`src/rtl/instr_fetch_queue.sv`:
```
// Byte-serial instruction assembler feeding a first-word-fall-through FIFO.
// Two bytes (high then low) form one 16-bit instruction; the FIFO issues them over valid/ready.
module instr_fetch_queue #(
    parameter int DEPTH    = 4,
    parameter int ADDR_W   = 2,
    parameter bit DROP_NOP = 1'b0
) (
    input  logic              clk,
    input  logic              rst_n,
    input  logic              ena,
    input  logic [7:0]        byte_in,
    input  logic              byte_valid,
    input  logic              flush,
    output logic [15:0]       instr_out,
    output logic              instr_valid,
    input  logic              instr_ready,
    output logic [ADDR_W:0]   count,
    output logic              full,
    output logic              overflow,
    output logic              asm_busy
);

    localparam logic [ADDR_W:0] LP_DEPTH = ADDR_W'(DEPTH) == '0 ? {1'b1, {ADDR_W{1'b0}}} : (ADDR_W+1)'(DEPTH);

    typedef enum logic {
        S_WAIT_HI = 1'b0,
        S_WAIT_LO = 1'b1
    } asm_state_t;

    asm_state_t          r_state;
    asm_state_t          w_state_nxt;
    logic [7:0]          r_hi_byte;
    logic [15:0]         r_mem [DEPTH];
    logic [ADDR_W-1:0]   r_wr_ptr;
    logic [ADDR_W-1:0]   r_rd_ptr;
    logic [ADDR_W:0]     r_count;
    logic                r_overflow;

    logic                w_push_req;
    logic                w_capture_hi;
    logic [15:0]         w_instr;
    logic                w_is_nop;
    logic                w_push_try;
    logic                w_full;
    logic                w_empty;
    logic                w_pop;
    logic                w_push;
    logic                w_ovf_set;

    // Assembler state register
    always_ff @(posedge clk or negedge rst_n) begin
        if (!rst_n) begin
            r_state <= S_WAIT_HI;
        end else begin
            r_state <= w_state_nxt;
        end
    end

    // Assembler next state; flush forces back to the high-byte wait
    always_comb begin
        w_state_nxt = r_state;
        if (ena) begin
            if (flush) begin
                w_state_nxt = S_WAIT_HI;
            end else begin
                case (r_state)
                    S_WAIT_HI: if (byte_valid) w_state_nxt = S_WAIT_LO;
                    S_WAIT_LO: if (byte_valid) w_state_nxt = S_WAIT_HI;
                    default:   w_state_nxt = S_WAIT_HI;
                endcase
            end
        end
    end

    // Assembler outputs
    always_comb begin
        asm_busy     = 1'b0;
        w_push_req   = 1'b0;
        w_capture_hi = 1'b0;
        case (r_state)
            S_WAIT_HI: w_capture_hi = ena & ~flush & byte_valid;
            S_WAIT_LO: begin
                asm_busy   = 1'b1;
                w_push_req = ena & ~flush & byte_valid;
            end
            default: ;
        endcase
    end

    always_ff @(posedge clk or negedge rst_n) begin
        if (!rst_n) begin
            r_hi_byte <= 8'h00;
        end else if (w_capture_hi) begin
            r_hi_byte <= byte_in;
        end
    end

    assign w_instr    = {r_hi_byte, byte_in};
    assign w_is_nop   = (w_instr[15:12] == 4'b0000);
    assign w_push_try = w_push_req & ~(DROP_NOP & w_is_nop);

    assign w_empty = (r_count == '0);
    assign w_full  = (r_count == LP_DEPTH);
    assign w_pop   = ena & ~flush & ~w_empty & instr_ready;

    // A full queue still accepts when the head leaves in the same cycle
    assign w_push    = w_push_try & (~w_full | w_pop);
    assign w_ovf_set = w_push_try & w_full & ~w_pop;

    // Storage carries no reset; the empty mask hides stale entries
    always_ff @(posedge clk) begin
        if (w_push) begin
            r_mem[r_wr_ptr] <= w_instr;
        end
    end

    always_ff @(posedge clk or negedge rst_n) begin
        if (!rst_n) begin
            r_wr_ptr   <= '0;
            r_rd_ptr   <= '0;
            r_count    <= '0;
            r_overflow <= 1'b0;
        end else if (ena) begin
            if (flush) begin
                r_wr_ptr   <= '0;
                r_rd_ptr   <= '0;
                r_count    <= '0;
                r_overflow <= 1'b0;
            end else begin
                if (w_push) r_wr_ptr <= r_wr_ptr + 1'b1;
                if (w_pop)  r_rd_ptr <= r_rd_ptr + 1'b1;
                case ({w_push, w_pop})
                    2'b10:   r_count <= r_count + 1'b1;
                    2'b01:   r_count <= r_count - 1'b1;
                    default: r_count <= r_count;
                endcase
                if (w_ovf_set) r_overflow <= 1'b1;
            end
        end
    end

    assign instr_valid = ~w_empty;
    assign instr_out   = w_empty ? 16'h0000 : r_mem[r_rd_ptr];
    assign count       = r_count;
    assign full        = w_full;
    assign overflow    = r_overflow;

endmodule

```
`config.mk`:
```
export PLATFORM = sky130hd
export DESIGN_NAME = instr_fetch_queue
export DESIGN_NICKNAME = d
export VERILOG_FILES = /design/src/rtl/instr_fetch_queue.sv
export SDC_FILE = /design/constraint.sdc
export NUM_CORES = 1
export LEC_CHECK = 0
export ABC_CLOCK_PERIOD_IN_PS = 1800
export BUFFER_PORTS_ARGS = -buffer_cell sky130_fd_sc_hd__buf_2
export CORE_AREA = 2 2 84 86
export DETAILED_ROUTE_END_ITERATION = 6
export DIE_AREA = 0 0 86 88
export PLACE_DENSITY = 0.74
export SLEW_MARGIN = 5
export SYNTH_ARGS = -nofsm -noshare
export SYNTH_HDL_FRONTEND = slang
export SYNTH_SLANG_ARGS = --single-unit
```
`constraint.sdc`:
```
create_clock -name clk -period 1.8 [get_ports clk]
set_input_delay 0.36 -clock clk [delete_from_list [all_inputs] [get_ports clk]]
set_output_delay 0.36 -clock clk [all_outputs]
set_load 0.02 [all_outputs]
```
==> out/metrics.yaml <==
ys_seq_elements: 81
worst_setup_path_end_kind: "primary output"
p_sw_share_pct: 29.68
synth-compound-area-share_pct: 4.290
violations: "negative setup slack"
ant_nets: 0
grt_pass1_vias: 1917
drive_gt1_share_pct: 51.14
rows: 30
r2r_slack_ns: -0.14
start_util_pct: 50.92
synthAdderAreaFrac_pct: 2.071
die_y_um: 88
drt-total-wl_um: 6457
dr_total_vias: 1893
fill_cells: 456
drt_iter0_markers: 116
internal-power_mw: 4.256
grt_pass1_wl_um: 10200
min_from: "byte_in[0]"
seq_area_frac_synth_pct: 69.38
cts_num_sinks: 81
synth-simple-area-share_pct: 6.990
synthCells: 192
synth_top_family_by_area: "multiplexers"
grt_max_degree: 18
yosys_warnings: 0
dp_slack_ns: -0.09436
vias_per_cell: 5.503
r2r_cells: 7
r2r_end: "count[2]"
rsz0062_at_grt: "yes"
stdcell_count: 344
ioPinCount: 37
power_mw: 6.053
cts_tree: "yes"
ir_worst_vdd_v: 0.001076
drt_first_pass_iters: 4
worstMarginPinSlew_ns: 0.4070
clock_skew_ns: 0.008297
grt-ovfl-total: 0
synthMuxAreaShare_pct: 14.50
critPathLaunchType: "flop"
critPathKind: "flop to primary output"
core-area_mm2: 0.006644
area_delta_synth_final_pct: 27.26
clk_latency_ns: 0.35
cts.clk_slew.worst_paths_ns: 0.08
max_slew_margin_pct: 72.87
antenna_found_initial: 0
synth.distinct_cells: 34
combPwrFrac_pct: 37.5
crit_arrival_ns: 1.73
dp_cells: 321
switchingPower_mw: 1.796
fin_crit_sh_pct: 116.1
fin_ws_ns: -0.2907
leakagePower_nw: 1.634
max_clock_freq_mhz: 478.3
setup_viol: 18
r2r-start: "count[2]"
required_ns: 1.44
dieArea_mm2: 0.007568
status: "complete, but fails checks"
antenna_cells: 0
powerDensity_mw_per_mm2: 1406
die_x_um: 86
drc: 0
min_path_cells: 1
place.port_buffers: 36
slew_violations: 0
wl_per_cell_um: 18.77
cp_max_fo: 7
hold_viol_final: 0
clkPwrFrac_pct: 23.8
fin_tns_setup_ns: -4.550
gp_congestion: 0.8413
htree_num_levels: 3
worstHoldEndpoint: "r_mem[1][0]"
nets: 278
gr-usage-all-layers_pct: 18.67
cts_buffers: 9
hp-class: "primary input to flop"
worstSetupStartpoint: "r_rd_ptr[0]"
syn_area_mm2: 0.003383
seqPwrFrac_pct: 38.7
cap_violations: 0
clk_path_buf_depth: 2
syn-num-nets: 211
fin_crit_ns: 2.091
place_hpwl_um: 4003
syn_area_per_cell_um2: 17.62
synthXorXnorAreaFrac_pct: 0.2589
cts-root-buf: "clkbuf_8"
cells in the final DEF, fill, tap and decap left out, types with 3 or more instances in the layout:
cell,netlist,routed
a21oi_1,3,3
and2_4,0,20
buf_2,5,18
buf_4,0,20
buf_6,2,21
clkbuf_8,0,9
dfrtp_1,17,13
dfrtp_2,0,4
edfxtp_1,64,64
ha_1,4,4
inv_1,8,7
mux2_4,8,8
mux4_2,16,16
nand2_1,8,7
nand3_1,3,3
o21ai_0,3,3
o21ai_1,8,8
or3_4,0,3
logic make-up (layout without fill, tap and decap cells):
family,count (synthesis),count (layout)
AO/OA/AOI/OAI,23,23
XOR/XNOR,1,1
adder cells (fa/ha/maj),5,5
buffers and inverters,17,87
flip-flops,81,81
multiplexers,25,25
AND/OR/NAND/NOR,40,42
synth_stat cells (all sizes together):
cell    number  area [µm²]
and3         1       6.260
o22a         1       8.760
a31oi        1       6.260
mux4        16       360.4
fa           1       20.02
o21a         2       15.01
buf          7       47.54
and4b        1       10.01
nand2        8       30.03
and2b        1       10.01
xnor2        1       8.760
clkbuf       2       7.510
or3          1       6.260
mux2         8       120.1
and2        20       125.1
dfrtp       17       425.4
nand2b       1       6.260
nand3        3       15.01
o311ai       1       8.760
inv          8       30.03
edfxtp      64        1922
ha           4       50.05
or3b         1       8.760
nand4        1       6.260
nand4b       1       8.760
o311a        1       10.01
a21oi        3       15.01
o21ai       11       55.05
a22o         2       17.52
o31a         1       8.760
mux2i        1       10.01
nor2         1       3.750
area by class of cell:
class                   count  area [µm²]  area share, %
flip-flops and latches     81        2352          54.64
multi-input cells          96        1046          24.30
repair buffers             63       551.8          12.82
clock buffers               9       123.9          2.877
clock inverters             7       101.3          2.354
well taps                  80       100.1          2.325
inverters                   8       30.03         0.6975
worst max path at each step:
| stage | slack, ns | end | depth (start not counted) |
|---|---|---|---|
| 2_1_floorplan | -0.13 | count[2] | 7 |
| 3_3_place_gp | -0.01 | count[2] | 7 |
| 3_5_place_dp | -0.09 | count[2] | 7 |
| 4_1_cts | -0.35 | instr_out[12] | 4 |
| 5_1_grt | -0.36 | instr_out[12] | 4 |
| 6_report | -0.29 | instr_out[12] | 4 |
routing by layer:
| metal | vias up | part of all wire, % | track usage [%] |
|---|---|---|---|
| met5 | - | 0 | 0 |
| met4 | 0 | 1.3 | 5.916 |
| met3 | 9 | 4.2 | 5.278 |
| met2 | 49 | 51 | 31.92 |
| met1 | 962 | 43 | 23.27 |
| li1 | 873 | - | - |
flip-flops by register name, indices dropped and copies added (netlist names):
name       cells
overflow       1
r_hi_byte      8
r_mem         64
r_state        1
r_rd_ptr       2
r_wr_ptr       2
count          3
metrics by stage:
| step | util, % | hold WS (ns) | cell area (µm²) |
|---|---|---|---|
| detailed placement | 57.65 | 0.3189 | 3830 |
| global placement | 57.65 | 0.3180 | 3830 |
| global route | 64.80 | 0.2407 | 4305 |
| floorplan | - | 0.06441 | 3403 |
| CTS | 62.17 | 0.2315 | 4130 |
| finish | 64.80 | 0.2514 | 4305 |
critical path: stages (launching register included):
cell and delay [ns]:
dfrtp_2 0.45, buf_12 0.16, mux4_2 0.51, and2_4 0.15, buf_6 0.12
repair_timing:
item,in CTS,in global routing
hold buffers,1,0
endpoints found under the hold margin,17,0
resized for setup,15,53
gates cloned,2,1
setup buffers,4,1
pin swaps,4,17
setup endpoints to repair,19,19
power by group through the flow:
stage,registers (mW),clock network [mW],logic [mW]
finish,2.34,1.44,2.27
global route,2.36,1.55,2.41
CTS,2.32,1.47,1.84
detailed placement,2.34,0,1.65
global placement,2.33,0,1.62
floorplan,2.37,0,0.973
Note: power is estimated with default switching activity, not from simulation.
